$ cat config.mk
export PLATFORM = sky130hd
export DESIGN_NAME = pipeline_stall_ctrl_flat
export DESIGN_NICKNAME = d
export VERILOG_FILES = /design/src/rtl/pipeline_stall_ctrl_pkg.sv /design/src/rtl/pipeline_stall_ctrl_if.sv /design/src/rtl/pipeline_stall_ctrl_load_use_detect.sv /design/src/rtl/pipeline_stall_ctrl.sv /design/src/flat_wrapper.sv
export SDC_FILE = /design/constraint.sdc
export NUM_CORES = 1
export LEC_CHECK = 0
export CAP_MARGIN = 20
export CORE_MARGIN = 2
export CORE_UTILIZATION = 29
export CTS_CLUSTER_SIZE = 10
export DETAILED_ROUTE_END_ITERATION = 8
export PLACE_DENSITY = 0.87
export SETUP_SLACK_MARGIN = 0.05
export SKIP_CTS_REPAIR_TIMING = 1
export SLEW_MARGIN = 20
export SYNTH_ARGS = -nofsm -noshare
export SYNTH_HDL_FRONTEND = slang
export SYNTH_SLANG_ARGS = --single-unit
$ cat constraint.sdc
create_clock -name clk -period 1.4 [get_ports clk]
set_input_delay 0.14 -clock clk [delete_from_list [all_inputs] [get_ports clk]]
set_output_delay 0.14 -clock clk [all_outputs]
set_load 0.05 [all_outputs]
$ cat src/rtl/pipeline_stall_ctrl_pkg.sv
// ---------------------------------------------------------------------------
// pipe_ctrl_pkg
// Shared types and constants for the pipeline stall/flush controller.
//   state_t  : controller FSM state (RUN / MEM_WAIT / ERR)
//   ctrl_t   : bundle of the five pipeline enable/flush controls
//   REG_ZERO : architectural zero register index (never a real hazard)
// ---------------------------------------------------------------------------
package pipe_ctrl_pkg;

    typedef enum logic [1:0] {
        RUN      = 2'd0,
        MEM_WAIT = 2'd1,
        ERR      = 2'd2
    } state_t;

    localparam logic [4:0] REG_ZERO = 5'd0;

    typedef struct packed {
        logic pc_write;
        logic if_id_write;
        logic is_control;
        logic if_id_flush;
        logic pipe_hold;
    } ctrl_t;

    // Normal flow: everything advances, nothing cleared.
    localparam ctrl_t CTRL_RUN    = ctrl_t'(5'b11100);
    // Taken branch: advance, but clear the wrong-path fetch in IF/ID.
    localparam ctrl_t CTRL_FLUSH  = ctrl_t'(5'b11110);
    // Load-use: freeze PC and IF/ID, push a bubble into ID/EX.
    localparam ctrl_t CTRL_BUBBLE = ctrl_t'(5'b00000);
    // Full freeze of front and back end (memory wait / error lock).
    localparam ctrl_t CTRL_HOLD   = ctrl_t'(5'b00101);

endpackage

$ cat src/rtl/pipeline_stall_ctrl_if.sv
// ---------------------------------------------------------------------------
// pipeline_stall_ctrl_if
// Groups the hazard inputs and the stall/flush outputs of the controller.
//   master : pipeline side (drives ID/EX hazard info and memory handshake)
//   slave  : controller side (drives enables, flush, hold, error, stats)
// Handshake: mem_req is high for every cycle MEM accesses data memory;
// mem_ack is high exactly in the cycle the access completes (may coincide
// with the first mem_req cycle for a zero-wait access). The controller
// holds the pipe on every cycle mem_req is outstanding without mem_ack.
// ---------------------------------------------------------------------------
interface pipeline_stall_ctrl_if #(
    parameter int CNT_W = 32
);
    logic [4:0]       IF_ID_Rs_addr;
    logic [4:0]       IF_ID_Rt_addr;
    logic [4:0]       ID_EX_Rt_addr;
    logic             ID_EX_MemRead;
    logic             branch_taken;
    logic             mem_req;
    logic             mem_ack;

    logic             PC_Write;
    logic             IF_ID_write;
    logic             isControl;
    logic             IF_ID_flush;
    logic             pipe_hold;
    logic             mem_err;
    logic [CNT_W-1:0] load_stall_cnt;
    logic [CNT_W-1:0] mem_stall_cnt;
    logic [CNT_W-1:0] flush_cnt;

    modport master (
        output IF_ID_Rs_addr, IF_ID_Rt_addr, ID_EX_Rt_addr, ID_EX_MemRead,
               branch_taken, mem_req, mem_ack,
        input  PC_Write, IF_ID_write, isControl, IF_ID_flush, pipe_hold,
               mem_err, load_stall_cnt, mem_stall_cnt, flush_cnt
    );

    modport slave (
        input  IF_ID_Rs_addr, IF_ID_Rt_addr, ID_EX_Rt_addr, ID_EX_MemRead,
               branch_taken, mem_req, mem_ack,
        output PC_Write, IF_ID_write, isControl, IF_ID_flush, pipe_hold,
               mem_err, load_stall_cnt, mem_stall_cnt, flush_cnt
    );
endinterface

$ cat src/rtl/pipeline_stall_ctrl_load_use_detect.sv
// ---------------------------------------------------------------------------
// load_use_detect
// Combinational load-use hazard comparator, shareable with forwarding.
//   i_mem_read : instruction in EX is a load
//   i_ex_rt    : load destination register in EX
//   i_id_rs    : rs of the instruction in ID
//   i_id_rt    : rt of the instruction in ID
//   o_load_use : ID instruction consumes the pending load result
// ---------------------------------------------------------------------------
module load_use_detect
    import pipe_ctrl_pkg::*;
(
    input  logic       i_mem_read,
    input  logic [4:0] i_ex_rt,
    input  logic [4:0] i_id_rs,
    input  logic [4:0] i_id_rt,
    output logic       o_load_use
);
    // A load into the zero register produces nothing to wait for.
    assign o_load_use = i_mem_read && (i_ex_rt != REG_ZERO) &&
                        ((i_ex_rt == i_id_rs) || (i_ex_rt == i_id_rt));
endmodule

$ cat src/rtl/pipeline_stall_ctrl.sv
// ---------------------------------------------------------------------------
// pipeline_stall_ctrl
// Prioritised stall/flush sequencer for the 5-stage pipeline: memory wait
// (highest), load-use bubble, taken-branch flush. A watchdog on the memory
// wait locks the pipe in ERR until reset.
// Parameters: MEM_TIMEOUT (1..255) max MEM_WAIT cycles without ack,
//             CNT_W statistics counter width.
// Ports: clk, rst (synchronous, active high), bus (slave modport of
//        pipeline_stall_ctrl_if), o_dbg_state (current FSM state).
// Build option: STALL_STATS_EN enables the saturating statistics counters;
//               without it the counter outputs are constant zero.
// ---------------------------------------------------------------------------
module pipeline_stall_ctrl
    import pipe_ctrl_pkg::*;
#(
    parameter int MEM_TIMEOUT = 15,
    parameter int CNT_W       = 32
) (
    input  logic                  clk,
    input  logic                  rst,
    pipeline_stall_ctrl_if.slave  bus,
    output state_t                o_dbg_state
);
    localparam int                WAIT_W   = $clog2(MEM_TIMEOUT + 1);
    localparam logic [WAIT_W-1:0] WAIT_MAX = WAIT_W'(MEM_TIMEOUT);

    state_t            r_state;
    logic [WAIT_W-1:0] r_wait_cnt;
    logic              r_mem_err;
    logic              w_load_use;
    logic              w_mem_stall;
    ctrl_t             w_run_ctrl;
    ctrl_t             w_ctrl;

    load_use_detect u_load_use (
        .i_mem_read (bus.ID_EX_MemRead),
        .i_ex_rt    (bus.ID_EX_Rt_addr),
        .i_id_rs    (bus.IF_ID_Rs_addr),
        .i_id_rt    (bus.IF_ID_Rt_addr),
        .o_load_use (w_load_use)
    );

    assign w_mem_stall = bus.mem_req && !bus.mem_ack;

    // RUN decision without the memory term; also used in the MEM_WAIT ack
    // cycle so a hazard held in ID during the wait is acted on immediately.
    // A branch seen together with a load-use is dropped: it stays in ID.
    always_comb begin
        w_run_ctrl = CTRL_RUN;
        if (w_load_use) begin
            w_run_ctrl = CTRL_BUBBLE;
        end else if (bus.branch_taken) begin
            w_run_ctrl = CTRL_FLUSH;
        end
    end

    always_comb begin
        w_ctrl = CTRL_RUN;
        if (!rst) begin
            case (r_state)
                RUN:      w_ctrl = w_mem_stall  ? CTRL_HOLD  : w_run_ctrl;
                MEM_WAIT: w_ctrl = bus.mem_ack  ? w_run_ctrl : CTRL_HOLD;
                default:  w_ctrl = CTRL_HOLD;
            endcase
        end
    end

    always_ff @(posedge clk) begin
        if (rst) begin
            r_state    <= RUN;
            r_wait_cnt <= '0;
            r_mem_err  <= 1'b0;
        end else begin
            case (r_state)
                RUN: begin
                    r_wait_cnt <= '0;
                    if (w_mem_stall) begin
                        r_state    <= MEM_WAIT;
                        r_wait_cnt <= WAIT_W'(1);
                    end
                end
                MEM_WAIT: begin
                    // The ack wins over a simultaneous timeout.
                    if (bus.mem_ack) begin
                        r_state    <= RUN;
                        r_wait_cnt <= '0;
                    end else if (r_wait_cnt == WAIT_MAX) begin
                        r_state    <= ERR;
                        r_wait_cnt <= '0;
                        r_mem_err  <= 1'b1;
                    end else begin
                        r_wait_cnt <= r_wait_cnt + WAIT_W'(1);
                    end
                end
                ERR: begin
                    r_wait_cnt <= '0;
                    r_mem_err  <= 1'b1;
                end
                default: begin
                    // Unreachable encoding: lock up rather than run blind.
                    r_state    <= ERR;
                    r_wait_cnt <= '0;
                    r_mem_err  <= 1'b1;
                end
            endcase
        end
    end

    assign bus.PC_Write    = w_ctrl.pc_write;
    assign bus.IF_ID_write = w_ctrl.if_id_write;
    assign bus.isControl   = w_ctrl.is_control;
    assign bus.IF_ID_flush = w_ctrl.if_id_flush;
    assign bus.pipe_hold   = w_ctrl.pipe_hold;
    assign bus.mem_err     = r_mem_err;
    assign o_dbg_state     = r_state;

`ifdef STALL_STATS_EN
    logic [CNT_W-1:0] r_load_cnt;
    logic [CNT_W-1:0] r_mem_cnt;
    logic [CNT_W-1:0] r_flush_cnt;

    // Counters saturate at all-ones instead of wrapping.
    always_ff @(posedge clk) begin
        if (rst) begin
            r_load_cnt  <= '0;
            r_mem_cnt   <= '0;
            r_flush_cnt <= '0;
        end else begin
            if (!w_ctrl.is_control && (r_load_cnt != '1)) begin
                r_load_cnt <= r_load_cnt + CNT_W'(1);
            end
            if (w_ctrl.pipe_hold && (r_state != ERR) && (r_mem_cnt != '1)) begin
                r_mem_cnt <= r_mem_cnt + CNT_W'(1);
            end
            if (w_ctrl.if_id_flush && (r_flush_cnt != '1)) begin
                r_flush_cnt <= r_flush_cnt + CNT_W'(1);
            end
        end
    end

    assign bus.load_stall_cnt = r_load_cnt;
    assign bus.mem_stall_cnt  = r_mem_cnt;
    assign bus.flush_cnt      = r_flush_cnt;
`else
    assign bus.load_stall_cnt = '0;
    assign bus.mem_stall_cnt  = '0;
    assign bus.flush_cnt      = '0;
`endif

endmodule

$ cat src/flat_wrapper.sv
// flat-port wrapper written by rule: the top's interface ports become plain ports
module pipeline_stall_ctrl_flat import pipe_ctrl_pkg::*;
#(
    parameter int MEM_TIMEOUT = 15,
    parameter int CNT_W       = 32
)
  (clk, rst, o_dbg_state, bus_IF_ID_Rs_addr, bus_IF_ID_Rt_addr, bus_ID_EX_Rt_addr, bus_ID_EX_MemRead, bus_branch_taken, bus_mem_req, bus_mem_ack, bus_PC_Write, bus_IF_ID_write, bus_isControl, bus_IF_ID_flush, bus_pipe_hold, bus_mem_err, bus_load_stall_cnt, bus_mem_stall_cnt, bus_flush_cnt);
  pipeline_stall_ctrl_if #(.CNT_W(CNT_W)) bus_i ();
  input  logic clk;
  input  logic rst;
  output state_t o_dbg_state;
  input wire logic [$bits(bus_i.IF_ID_Rs_addr)-1:0] bus_IF_ID_Rs_addr;
  input wire logic [$bits(bus_i.IF_ID_Rt_addr)-1:0] bus_IF_ID_Rt_addr;
  input wire logic [$bits(bus_i.ID_EX_Rt_addr)-1:0] bus_ID_EX_Rt_addr;
  input wire logic [$bits(bus_i.ID_EX_MemRead)-1:0] bus_ID_EX_MemRead;
  input wire logic [$bits(bus_i.branch_taken)-1:0] bus_branch_taken;
  input wire logic [$bits(bus_i.mem_req)-1:0] bus_mem_req;
  input wire logic [$bits(bus_i.mem_ack)-1:0] bus_mem_ack;
  output wire logic [$bits(bus_i.PC_Write)-1:0] bus_PC_Write;
  output wire logic [$bits(bus_i.IF_ID_write)-1:0] bus_IF_ID_write;
  output wire logic [$bits(bus_i.isControl)-1:0] bus_isControl;
  output wire logic [$bits(bus_i.IF_ID_flush)-1:0] bus_IF_ID_flush;
  output wire logic [$bits(bus_i.pipe_hold)-1:0] bus_pipe_hold;
  output wire logic [$bits(bus_i.mem_err)-1:0] bus_mem_err;
  output wire logic [$bits(bus_i.load_stall_cnt)-1:0] bus_load_stall_cnt;
  output wire logic [$bits(bus_i.mem_stall_cnt)-1:0] bus_mem_stall_cnt;
  output wire logic [$bits(bus_i.flush_cnt)-1:0] bus_flush_cnt;
  assign bus_i.IF_ID_Rs_addr = bus_IF_ID_Rs_addr;
  assign bus_i.IF_ID_Rt_addr = bus_IF_ID_Rt_addr;
  assign bus_i.ID_EX_Rt_addr = bus_ID_EX_Rt_addr;
  assign bus_i.ID_EX_MemRead = bus_ID_EX_MemRead;
  assign bus_i.branch_taken = bus_branch_taken;
  assign bus_i.mem_req = bus_mem_req;
  assign bus_i.mem_ack = bus_mem_ack;
  assign bus_PC_Write = bus_i.PC_Write;
  assign bus_IF_ID_write = bus_i.IF_ID_write;
  assign bus_isControl = bus_i.isControl;
  assign bus_IF_ID_flush = bus_i.IF_ID_flush;
  assign bus_pipe_hold = bus_i.pipe_hold;
  assign bus_mem_err = bus_i.mem_err;
  assign bus_load_stall_cnt = bus_i.load_stall_cnt;
  assign bus_mem_stall_cnt = bus_i.mem_stall_cnt;
  assign bus_flush_cnt = bus_i.flush_cnt;
  pipeline_stall_ctrl #(.MEM_TIMEOUT(MEM_TIMEOUT), .CNT_W(CNT_W)) u_core (.clk(clk), .rst(rst), .bus(bus_i), .o_dbg_state(o_dbg_state));
endmodule
# Word-level counts from Yosys, hierarchy flattened
# Index checks and enable logic that the tools add are counted.
# word_totals
register_bits	7
wordCells	41
out_inout_bits	104
# classes
n_mux	17
n_addsub	1
bitwise	2
n_reduce_logical	9
n_eq_ne	9
# ops
cell	n
two-way mux 5 bit	4
equality test 5 bit	2
one-hot mux 5 bit (2 select lines)	1
two-way mux 2 bit	4
two-way mux 4 bit	2
one-hot mux 4 bit (2 select lines)	1
one-hot mux 2 bit (3 select lines)	1
AND reduction 3 bit	2
nonzero test 5 bit	1
adder 4 x 1 -> 4 bit, second input constant	1
equality test 4 bit, second input constant	1
inequality test 2 x 1 -> 1 bit, second input constant	2
logical AND 1 bit	3
two-way mux 1 bit	3
inequality test 3 x 2 -> 1 bit, second input constant	1
equality test 2 x 1 -> 1 bit, second input constant	1
equality test 2 bit, second input constant	1
zero test 2 bit	1
inequality test 2 bit, second input constant	1
NOT 1 bit	2
one-hot mux 1 bit (2 select lines)	1
zero test 1 bit	1
logical OR 1 bit	1

# Depth between registers and ports, before layout
# logic_depth
word_depth	7
depth_mapped	5
mapped_depth_nobuf	5

# Hierarchy
# From an unflattened synthesis, not the netlist that was laid out.
# unflattened
cells_unflattened	150
area_unflattened_um2	1176.1
# modules_own_cells
mod	area_per_inst_um2	cells_each	n_inst	seq_area_each_um2
pipeline_stall_ctrl	1051.0	133	1	140.1
load_use_detect	125.1	17	1	0.0

# Least setup slack after synthesis
# No wires, ideal clock.
# synth_timing
kind	register to output
startpoint	register u_core.r_state[0], in the netlist u_core.o_dbg_state[0]
endpoint	output bus_PC_Write
setup_slack_ns	-1.215
stages_incl_launch_ff	6
path_buffers	1
required_ns	1.260
arrival_time_ns	2.475
cell_sequence	dfxtp_1 o21ba_2 nor2_1 nor2_1 a31oi_1 buf_4
# synth_between
elab_chain_len	3
word_cells_on_any_way	4
# synth_lines
item	line_no	rtl
start, declared	pipeline_stall_ctrl.sv:27	state_t r_state;
start signal, assigned	pipeline_stall_ctrl.sv:70	r_state <= RUN;
start signal, assigned	pipeline_stall_ctrl.sv:78	r_state <= MEM_WAIT;
start signal, assigned	pipeline_stall_ctrl.sv:85	r_state <= RUN;
equality test 2 x 1 -> 1 bit or zero test 2 bit (tied branches)	pipeline_stall_ctrl.sv:60	case (r_state)
one-hot mux 5 bit (2 select lines) *	pipeline_stall_ctrl.sv:60	
two-way mux 5 bit *	pipeline_stall_ctrl.sv:59	if (!rst) begin
end, declared	flat_wrapper.sv:19	output wire logic [$bits(bus_i.PC_Write)-1:0] bus_PC_Write;
# Mark *: on every way between the ends. The rest lies on a longest branch, timed or not.

# Final worst setup path
# layout_timing
startpoint	input bus_ID_EX_Rt_addr[3]
endpoint	output bus_IF_ID_write
# layout_between
elab_chain_len	7
word_cells_on_any_way	11
# layout_lines
item	line_no	rtl
start, declared	flat_wrapper.sv:14	input wire logic [$bits(bus_i.ID_EX_Rt_addr)-1:0] bus_ID_EX_Rt_addr;
equality test 5 bit or nonzero test 5 bit (tied branches)	pipeline_stall_ctrl_load_use_detect.sv:21, pipeline_stall_ctrl_load_use_detect.sv:20	
logical OR 1 bit or logical AND 1 bit (tied branches)	pipeline_stall_ctrl_load_use_detect.sv:21, pipeline_stall_ctrl_load_use_detect.sv:20	
logical AND 1 bit *	pipeline_stall_ctrl_load_use_detect.sv:20	assign o_load_use = i_mem_read && (i_ex_rt != REG_ZERO) &&
two-way mux 5 bit *	pipeline_stall_ctrl.sv:50	if (w_load_use) begin
two-way mux 5 bit (on tied branches)	pipeline_stall_ctrl.sv:62, pipeline_stall_ctrl.sv:61	
one-hot mux 5 bit (2 select lines) *	pipeline_stall_ctrl.sv:60	
two-way mux 5 bit *	pipeline_stall_ctrl.sv:59	
end, declared	flat_wrapper.sv:20	output wire logic [$bits(bus_i.IF_ID_write)-1:0] bus_IF_ID_write;
# Marked as above.

==> results.md <==
* Fmax at 0.6390 GHz
* Hpwl dp at 1.728 mm
* Layout cells sized above 1 at 0.2245
* Via density at 3.341
* Top_reg_cell synth: dfxtp_1
* Min-delay src: bus_mem_ack
* Finished Layout Cells at 246
* TritonCTS Buffers at 3
* Dominant cell type by area after synthesis: buf_4
* RSZ-0062 raised after global routing: true
* Setup violations, final at 5
* IO Count at 125
* Yosys synthesis warning count at 0
* Cells after synthesis at 152
* Worst Hold Class: in2reg
* Hold WS at 0.3422 ns
* Routed Antenna Nets at 0
* Critical path required time at 1.26 ns
* Top cell type's share of synthesized area at 0.6178
* Critical Path Start Type: primary input
* Area of the multi-input gates at 730.7 um^2
* Async S/R FF share, synth at 0
* TritonCTS clock tree: built
* Clock Skew at 0.004585 ns
* Worst setup margin at -0.1649 ns
* Leak Pwr at 0.8435 nW
* Clock tree buffer depth at 2
* Share of the yosys chip area belonging to registers at 0.1189
* Syn-to-layout area delta at 26.12%
* Failing checks: negative setup slack
* Initial antenna violation count at 0
* Period utilization at 1.118
* Clock sink count at 7
* Reg-to-Reg Start: u_core.o_dbg_state[1]$_SDFFE_PP0P_
* Utilization after layout at 0.3770
* Worst path cell trace: buf_6, or4_4, o21a_4, a31oi_4, buf_12
* Most instantiated cells after synthesis: 97 x buf_4, 12 x xnor2_1, 7 x dfxtp_1, 5 x nand3_1, 5 x nor2_1
* Pwr/cell area at 878.1 mW/mm^2
* Synth Register Bits at 7
* GRT Residual Overflow at 0
* Critical Path End Type: output port
* Post-synthesis cell type count at 21
* Leading cell type by number of instances after synthesis: buf_4
* Via Count at 822
* DIE AREA at 0.004590 mm^2
* Core ar. at 0.003943 mm^2
* Worst vdd ir at 0.5139 mV
* N_diodes at 0
* Crit path arrival time at 1.42 ns
* Final Cell Area at 0.001486 mm^2
* First-pass GRT wire length at 2.304 mm
* Critical path class: in2out
* Die Wd at 67.75 um
* Status: complete, but fails checks
* DRC Markers at 0
* PortBufs at 28
* Worst path slowest cell: or4_4
* Synth top area cells: buf_4 62%, dfxtp_1 12%, xnor2_1 8.9%, nand3_1 2.1%, nor3_1 1.7%
* GRT Resource Usage Total at 0.07187
* Dpl cells at 240
* Clk pin slew, worst setup/hold paths at 0.04 ns
* Post-synth EDFFs at 0
* Clock latency on the worst-skew pair at 0.23 ns
* Largest net degree at the start of global routing at 8
* Routed WL at 2.099 mm
* Fill count at 394
* Synth Area per Inst at 7.754 um^2
* DR WL/cell at 8.533 um
* Die Y-Extent at 67.75 um
* Maxcap violations at 0
* Detailed Route Iter0 Violations at 7
* Crit path time final at 1.565 ns
* Row Count at 23
* Layout Nets at 219
* CTS H-Tree Depth at 1
* Max FO, Critical Path at 3
* Starting density of the core at 0.2990
* Vias in the first global route at 562
* Max Slew Vio Count at 0
* First-pass DRT Iterations at 4
* CTS root buffer: clkbuf_8
* Final hold vios at 0
* CP peak stage delay at 0.53 ns
* CP Launch Point: bus_ID_EX_Rt_addr[3]
* FF/Latch Area at 145.1 um^2
* Synthesized area at 0.001179 mm^2
* Dpl cell area at 0.001338 mm^2
* Routability cong. at 0.7240
==> placed cells by master (no fill, tap or decap), types with 2 or more instances in the layout <==
master and count:
dlymetal6s2s_1 12, dfxtp_1 5, nor3_1 3, nand3_1 4, conb_1 96, buf_6 4, xnor2_1 11, nand2_1 4
nor2_1 3, clkbuf_8 3, clkdlybuf4s50_1 5, nor2_4 2, inv_1 2, buf_4 14, buf_12 7
==> cells by family after synthesis <==
group | Yosys count | synth area share
other | 1 | 0.003182
buffers and inverters | 100 | 0.6338
xor gates and xnor gates | 12 | 0.08917
and+or+nand+nor | 21 | 0.08598
DFF | 7 | 0.1189
adders and majority gates | 1 | 0.01061
AOI/OAI and AO/OA | 10 | 0.05840
==> sequential cells by signal, summed over array words and instances (netlist names) <==
register	cells
u_core.r_wait_cnt	4
u_core.o_dbg_state	2
u_core.bus.mem_err	1
==> area by class of cell <==
| class | instances | area share |
|---|---|---|
| flip-flops and latches | 7 | 0.09764 |
| inverters | 2 | 0.005050 |
| clock buffers | 4 | 0.03030 |
| well taps | 50 | 0.04209 |
| multi-input cells | 140 | 0.4916 |
| repair buffers | 43 | 0.3333 |
==> report_power, final <==
group | switching, mW | leakage, nW | internal (mW)
sequential | 0.00204 | 0.0579 | 0.202
combinational | 0.669 | 0.763 | 0.145
clock | 0.0889 | 0.0228 | 0.197
==> metal layers <==
layer  GRT usage  share of wire  up-vias
li1            -              -      379
met1     0.06262           0.29      368
met2      0.1348           0.53       71
met3     0.01833           0.16        4
met4     0.06122          0.023        0
met5           0              0        -
==> path summary, 6_finish.rpt <==
path	endpoint	slack [ns]	cells past startpoint
worst max-delay path	bus_IF_ID_write	-0.16	5
worst min-delay path	u_core.o_dbg_state[0]$_SDFFE_PP0P_	0.34	4
worst max register to register	u_core.r_wait_cnt[0]$_SDFF_PP0_	0.07	5
worst min register to register	u_core.bus.mem_err$_SDFFE_PP0P_	0.46	1
==> metrics by stage <==
| stage | TNS [ns] | setup WS [ns] | total power [mW] |
|---|---|---|---|
| CTS | -2.325 | -0.5775 | 1.292 |
| detailed placement | -2.315 | -0.5741 | 0.9994 |
| finish | -0.6423 | -0.1649 | 1.305 |
| floorplan | -0.3742 | -0.2231 | 1.071 |
| global placement | -2.229 | -0.5471 | 0.9963 |
| global route | -0.8549 | -0.2165 | 1.362 |
==> critical path, delay by kind of cell <==
| family | cells | cell delay [ns] |
|---|---|---|
| buffers and inverters | 2 | 0.26 |
| AO/OA/AOI/OAI | 2 | 0.49 |
| AND/OR/NAND/NOR | 1 | 0.53 |
Power figures use the tool's default switching activity.
